$ cat src/rtl/microwave_countdown_timer_pkg.sv
// Shared definitions for the microwave countdown timer.
// Holds the FSM state encoding, the BCD digit limits, the M:SS time
// record and the digit clamping helpers used when a new time is loaded.
package microwave_countdown_timer_pkg;

   // FSM state encoding (fixed, visible on the state output)
   localparam logic [2:0] ST_IDLE    = 3'd0;
   localparam logic [2:0] ST_LOADED  = 3'd1;
   localparam logic [2:0] ST_RUNNING = 3'd2;
   localparam logic [2:0] ST_PAUSED  = 3'd3;
   localparam logic [2:0] ST_DONE    = 3'd4;

   // Largest legal value of each BCD digit
   localparam logic [2:0] SEC_TENS_MAX  = 3'd5;
   localparam logic [3:0] SEC_UNITS_MAX = 4'd9;
   localparam logic [2:0] MIN_MAX       = 3'd7;

   // Cooking time as M:SS digits
   typedef struct packed {
      logic [2:0] min;
      logic [2:0] tens;
      logic [3:0] units;
   } mmss_t;

   localparam mmss_t MMSS_ZERO = '{min: 3'd0, tens: 3'd0, units: 4'd0};

   // Out-of-range seconds-tens digits saturate at 5
   function automatic logic [2:0] clamp_tens(input logic [2:0] d);
      if (d > SEC_TENS_MAX) begin
         return SEC_TENS_MAX;
      end else begin
         return d;
      end
   endfunction

   // Out-of-range seconds-units digits saturate at 9
   function automatic logic [3:0] clamp_units(input logic [3:0] d);
      if (d > SEC_UNITS_MAX) begin
         return SEC_UNITS_MAX;
      end else begin
         return d;
      end
   endfunction

endpackage

$ cat src/rtl/microwave_countdown_timer_bcd_mmss_decrement.sv
// Combinational one-second decrement of an M:SS BCD time.
// Ports:
//   min_cur/tens_cur/units_cur    : present time digits
//   min_next/tens_next/units_next : time one second earlier (0:00 holds)
//   is_one                        : present time is exactly 0:01
module bcd_mmss_decrement
   import microwave_countdown_timer_pkg::*;
(
   input  logic [2:0] min_cur,
   input  logic [2:0] tens_cur,
   input  logic [3:0] units_cur,
   output logic [2:0] min_next,
   output logic [2:0] tens_next,
   output logic [3:0] units_next,
   output logic       is_one
);

   logic is_zero_s;

   assign is_zero_s = (min_cur == 3'd0) && (tens_cur == 3'd0) && (units_cur == 4'd0);
   assign is_one    = (min_cur == 3'd0) && (tens_cur == 3'd0) && (units_cur == 4'd1);

   // Borrow chain units -> tens -> minutes; 0:00 saturates instead of wrapping
   always_comb begin
      min_next   = min_cur;
      tens_next  = tens_cur;
      units_next = units_cur;
      if (is_zero_s) begin
         min_next   = min_cur;
         tens_next  = tens_cur;
         units_next = units_cur;
      end else if (units_cur != 4'd0) begin
         units_next = units_cur - 4'd1;
      end else begin
         units_next = SEC_UNITS_MAX;
         if (tens_cur != 3'd0) begin
            tens_next = tens_cur - 3'd1;
         end else begin
            tens_next = SEC_TENS_MAX;
            min_next  = min_cur - 3'd1;
         end
      end
   end

endmodule

$ cat src/rtl/microwave_countdown_timer.sv
// Microwave cooking-time countdown stage.
// Loads an M:SS BCD time, counts it down on the 1 Hz tick enable while
// RUNNING, gates the magnetron, and raises a tick-timed alarm on completion.
// Ports:
//   clk, reset                        : clock, async active-high reset
//   tick                              : one-cycle 1 Hz enable
//   min_in, sec_tens_in, sec_units_in : time to load (seconds clamped)
//   load, start, cancel, door_open    : controls (cancel > door > load > start > tick)
//   min_out, sec_tens_out, sec_units_out : current time
//   magnetron_on                      : heating enable (combinational door gating)
//   done                              : one-cycle completion pulse
//   alarm                             : buzzer enable
//   state                             : current FSM state
module microwave_countdown_timer
   import microwave_countdown_timer_pkg::*;
#(
   parameter int ALARM_TICKS = 3,
   parameter int STATE_W     = 3
) (
   input  logic               clk,
   input  logic               reset,
   input  logic               tick,
   input  logic [2:0]         min_in,
   input  logic [2:0]         sec_tens_in,
   input  logic [3:0]         sec_units_in,
   input  logic               load,
   input  logic               start,
   input  logic               cancel,
   input  logic               door_open,
   output logic [2:0]         min_out,
   output logic [2:0]         sec_tens_out,
   output logic [3:0]         sec_units_out,
   output logic               magnetron_on,
   output logic               done,
   output logic               alarm,
   output logic [STATE_W-1:0] state
);

   localparam logic [3:0] ALARM_LAST = 4'(ALARM_TICKS);

   mmss_t      time_r, time_n;
   mmss_t      load_val_s;
   mmss_t      dec_s;
   logic [2:0] state_r, state_n;
   logic [3:0] alarm_cnt_r, alarm_cnt_n;
   logic       alarm_r, alarm_n;
   logic       done_r, done_n;
   logic       is_one_s;
   logic       load_ok_s;
   logic       start_ok_s;

   bcd_mmss_decrement u_dec (
      .min_cur    (time_r.min),
      .tens_cur   (time_r.tens),
      .units_cur  (time_r.units),
      .min_next   (dec_s.min),
      .tens_next  (dec_s.tens),
      .units_next (dec_s.units),
      .is_one     (is_one_s)
   );

   assign load_val_s.min   = min_in;
   assign load_val_s.tens  = clamp_tens(sec_tens_in);
   assign load_val_s.units = clamp_units(sec_units_in);

   // door_open only counts as an event in RUNNING and DONE, so it is tested
   // per state below; start additionally needs the door closed.
   assign load_ok_s  = load && ((state_r == ST_IDLE) || (state_r == ST_LOADED) ||
                                (state_r == ST_DONE));
   assign start_ok_s = start && !door_open &&
                       ((state_r == ST_LOADED) || (state_r == ST_PAUSED));

   // Next-state selection: only the highest-priority applicable event acts
   always_comb begin
      time_n      = time_r;
      state_n     = state_r;
      alarm_cnt_n = alarm_cnt_r;
      alarm_n     = alarm_r;
      done_n      = 1'b0;
      if (cancel) begin
         time_n      = MMSS_ZERO;
         state_n     = ST_IDLE;
         alarm_n     = 1'b0;
         alarm_cnt_n = 4'd0;
      end else if (door_open && (state_r == ST_RUNNING)) begin
         // coincident tick is dropped: digits hold
         state_n = ST_PAUSED;
      end else if (door_open && (state_r == ST_DONE)) begin
         state_n     = ST_IDLE;
         alarm_n     = 1'b0;
         alarm_cnt_n = 4'd0;
      end else if (load_ok_s) begin
         time_n      = load_val_s;
         alarm_n     = 1'b0;
         alarm_cnt_n = 4'd0;
         if (load_val_s != MMSS_ZERO) begin
            state_n = ST_LOADED;
         end else begin
            state_n = ST_IDLE;
         end
      end else if (start_ok_s) begin
         state_n = ST_RUNNING;
      end else if (tick && (state_r == ST_RUNNING)) begin
         time_n = dec_s;
         if (is_one_s) begin
            state_n     = ST_DONE;
            done_n      = 1'b1;
            alarm_n     = 1'b1;
            alarm_cnt_n = 4'd0;
         end else begin
            state_n = ST_RUNNING;
         end
      end else if (tick && (state_r == ST_DONE)) begin
         if ((alarm_cnt_r + 4'd1) == ALARM_LAST) begin
            state_n     = ST_IDLE;
            alarm_n     = 1'b0;
            alarm_cnt_n = 4'd0;
         end else begin
            alarm_cnt_n = alarm_cnt_r + 4'd1;
         end
      end else begin
         done_n = 1'b0;
      end
   end

   // State, time, alarm and done registers
   always_ff @(posedge clk or posedge reset) begin
      if (reset) begin
         time_r      <= MMSS_ZERO;
         state_r     <= ST_IDLE;
         alarm_cnt_r <= 4'd0;
         alarm_r     <= 1'b0;
         done_r      <= 1'b0;
      end else begin
         time_r      <= time_n;
         state_r     <= state_n;
         alarm_cnt_r <= alarm_cnt_n;
         alarm_r     <= alarm_n;
         done_r      <= done_n;
      end
   end

   assign min_out       = time_r.min;
   assign sec_tens_out  = time_r.tens;
   assign sec_units_out = time_r.units;
   assign done          = done_r;
   assign alarm         = alarm_r;
   assign state         = STATE_W'(state_r);
   // Door opening cuts heating in the same cycle, before the state moves
   assign magnetron_on  = (state_r == ST_RUNNING) && !door_open;

endmodule
$ cat config.mk
export PLATFORM = sky130hd
export DESIGN_NAME = microwave_countdown_timer
export DESIGN_NICKNAME = d
export VERILOG_FILES = /design/src/rtl/microwave_countdown_timer_pkg.sv /design/src/rtl/microwave_countdown_timer_bcd_mmss_decrement.sv /design/src/rtl/microwave_countdown_timer.sv
export SDC_FILE = /design/constraint.sdc
export NUM_CORES = 1
export LEC_CHECK = 0
export BUFFER_PORTS_ARGS = -buffer_cell sky130_fd_sc_hd__buf_2
export CAP_MARGIN = 20
export CORE_UTILIZATION = 51
export DETAILED_ROUTE_END_ITERATION = 12
export GPL_TIMING_DRIVEN = 0
export PLACE_DENSITY = 0.83
export SETUP_SLACK_MARGIN = 0.02
export SKIP_LAST_GASP = 1
export SLEW_MARGIN = 20
export SYNTH_ARGS = -nofsm -noshare
export SYNTH_HDL_FRONTEND = slang
export SYNTH_SLANG_ARGS = --single-unit
$ cat constraint.sdc
create_clock -name clk -period 2.5 [get_ports clk]
set_clock_uncertainty 0.15 [all_clocks]
set_input_delay 0.25 -clock clk [delete_from_list [all_inputs] [get_ports clk]]
set_output_delay 0.25 -clock clk [all_outputs]
set_load 0.01 [all_outputs]
==> reports/qor.txt <==
#FFs+latches synth - 19
DRT Pass-1 Iters - 4
RSZ-0062 raised after global routing - no
hpwl dp - 2636 um
via-per-instance ratio - 6.199
ys flop type - dfrtp_1
final wirelength - 3458 um
Synth warnings - 0
Cell variety after synth - 46
Final Util - 0.6460
growth of design area from synthesis to finish - 16.18%
status - finished clean
Final ANT Viol Nets - 0
register area share after synthesis - 0.3360
first-pass GRT wire length - 5720 um
syn_area_per_cell - 8.844 sq um
DR vias - 1401
Int Power - 492.1 uW
maximum vdd drop - 0.0003298 V
DIE HEIGHT - 54.68 um
vias in the first global route - 1282
Crit Path Max Fanout - 4
Crit Path Class - reg2reg
Pins Over Slew Limit - 0
Avg WL per Cell - 15.30 um
NetSw - 263.3 uW
sequential share of power - 0.470
DRC Markers - 0
maximum clock rate - 444.2 MHz
H-tree Lvls - 1
PD cells - 459.4 nW/um^2
top layer in use - met4
initial antenna violation count - 0
Starting Density - 0.5560
CTS resizes - 0
CP startpoint kind - flop
worst-margin pin slew - 719.3 ps
register area - 475.5 sq um
post-synthesis cell area - 1415 sq um
top post-synthesis cells by area - dfrtp_1, ha_1, a21oi_1
met2 wire length - 1709 um
Max Root-Sink Buffers - 2
clk slew on worst S/H paths - 120 ps
Core ar. - 2545 sq um
clock share of power - 0.219
nets@finish - 221
WP data required - 2550 ps
die width - 54.68 um
CP endpoint kind - flop
share of layout cells above drive strength 1 - 0.2398
M1 WL - 1478 um
Post-synth ARST share - 1.000
CTS tree - done
WP data arrival - 2300 ps
P_leak - 0.0008015 uW
syn_nets - 184
min-delay worst type - in2reg
slew margin rel. - 0.5199
GPL Wtd Cong - 0.8872
Tcrit/Tclk final - 0.9004
largest net degree at the start of global routing - 20
Filler Cell Count - 224
CTS Buf Count - 3
Switching Fraction - 0.3485
IO buf count - 31
total grt overflow - 0
setup violators final - 0
Final Hold Violating Endpoints - 0
WL met3 - 241 um
antenna cells - 0
# rows - 18
top cell type's share of synthesized area - 0.3360
CTS root buffer - clkbuf_4
Final min period - 2251 ps
Synth area leader - dfrtp_1
Sink Count - 19
Total Negative Setup Slacks - 0 ps
Global Route Usage Sum - 0.2655
DR iter-0 viols - 64
worst skew pair latency - 310 ps
Post-Syn Instances - 160
I/O pin count - 33
Logic pwr share - 0.310
MaxCap Viol Count - 0
Post-synth EDFFs - 0
footprint of the multi-input gates - 850.8 sq um
die area - 2989 sq um
[per-stage QoR]
step | instances | setup slack [ps] | hold WS [ps] | power, uW | area, sq um
after floorplan | 160 | 489.8 | 51.13 | 513.8 | 1415
after global placement | 221 | 383.3 | 255.1 | 576.6 | 1608
after detailed placement | 221 | 278.7 | 258.3 | 591.4 | 1608
after CTS | 226 | 254.5 | 60.63 | 753.3 | 1644
after global routing | 226 | 138.8 | 77.27 | 798.1 | 1644
final | 226 | 248.9 | 74.66 | 755.4 | 1644
[repair_timing]
item,CTS,global route
buffers inserted,0,0
hold endpoints to repair,19,0
hold buffers,1,0
[layout by cell type (no fill, tap or decap), types with 2 or more instances in the layout]
cell type	instances
o21ai_1	3
o21a_2	2
nor2_1	12
a32o_1	2
a211o_1	2
a21o_1	4
o21ai_0	4
a311oi_1	2
nand2_1	9
ha_1	7
inv_1	10
nor3_1	5
nand3_1	8
clkbuf_4	3
nor2b_1	2
clkbuf_1	3
a221o_1	2
xor2_1	2
nor3b_1	3
and2_1	3
a21oi_1	13
nand2b_1	4
and3_1	3
a211oi_1	2
mux2i_1	3
nor4_1	7
buf_6	3
nand3b_1	3
dfrtp_1	19
buf_2	33
[cell type report]
cell class                      count  area share
Buffer                              7     0.03120
Clock buffer                        4     0.01598
Inverter                           10     0.02283
Multi-Input combinational cell    124      0.5175
Sequential cell                    19      0.2892
Tap cell                           30     0.02283
Timing Repair Buffer               32      0.1005
[worst max-delay path, cell delays in order (launching register included)]
cell     delay (ps)
dfrtp_1         430
inv_1            70
ha_1            160
ha_1            180
nor4b_4         290
nand3_2         160
a32oi_2         280
nor2_1          110
a211o_1         300
[worst paths after layout]
kind / to / cells past startpoint / start / slack [ps]
worst min-delay path: done / 2 / cancel / 70
worst min register to register: alarm_cnt_r[1] / 1 / alarm_cnt_r[1] / 430
min in group asynchronous: alarm_cnt_r[0] / 3 / reset / 430
worst max register to register: alarm_cnt_r[3] / 8 / min_out[0] / 250
max in group asynchronous: state[0] / 3 / reset / 1310
worst max-delay path: alarm_cnt_r[3] / 8 / min_out[0] / 250
[synth_stat cells, types with 3 or more instances]
library cell,n
inv_1,10
and3_1,3
ha_1,7
nor2_1,12
nand3_1,8
mux2i_1,3
a21oi_1,13
nor3_1,5
nor3b_1,3
and2_1,3
a21o_1,4
o21ai_1,3
buf_6,3
nand2b_1,4
dfrtp_1,19
nor4_1,7
nand2_1,9
o21ai_0,4
nand3b_1,3
[registers in the layout, indices dropped and copies added (netlist names)]
name           cells
alarm              1
alarm_cnt_r        4
done               1
min_out            3
sec_tens_out       3
sec_units_out      4
state              3
[power groups by stage]
| stage | clock [uW] | sequential [uW] | combinational [uW] |
|---|---|---|---|
| 2_1_floorplan | 0 | 364 | 150 |
| 3_3_place_gp | 0 | 358 | 219 |
| 3_5_place_dp | 0 | 361 | 231 |
| 4_1_cts | 166 | 355 | 233 |
| 5_1_grt | 177 | 359 | 263 |
| 6_report | 166 | 355 | 234 |
[cell families (layout without fill, tap and decap cells)]
kind of cell,after synthesis,after routing,synth area share
and+or+nand+nor,64,64,0.2599
DFF,19,19,0.3360
xor gates and xnor gates,3,3,0.01857
adders and majority gates,7,7,0.06189
muxes,3,3,0.02122
AOI/OAI and AO/OA,47,47,0.2396
buffers and inverters,17,53,0.06278
[routing by layer]
| metal | GRT usage | vias to the layer above |
|---|---|---|
| li1 | - | 660 |
| met4 | 0.08547 | 0 |
| met5 | 0 | - |
| met3 | 0.02778 | 4 |
| met1 | 0.3497 | 671 |
| met2 | 0.4478 | 66 |
No activity file was read; power rests on OpenSTA's default activity.
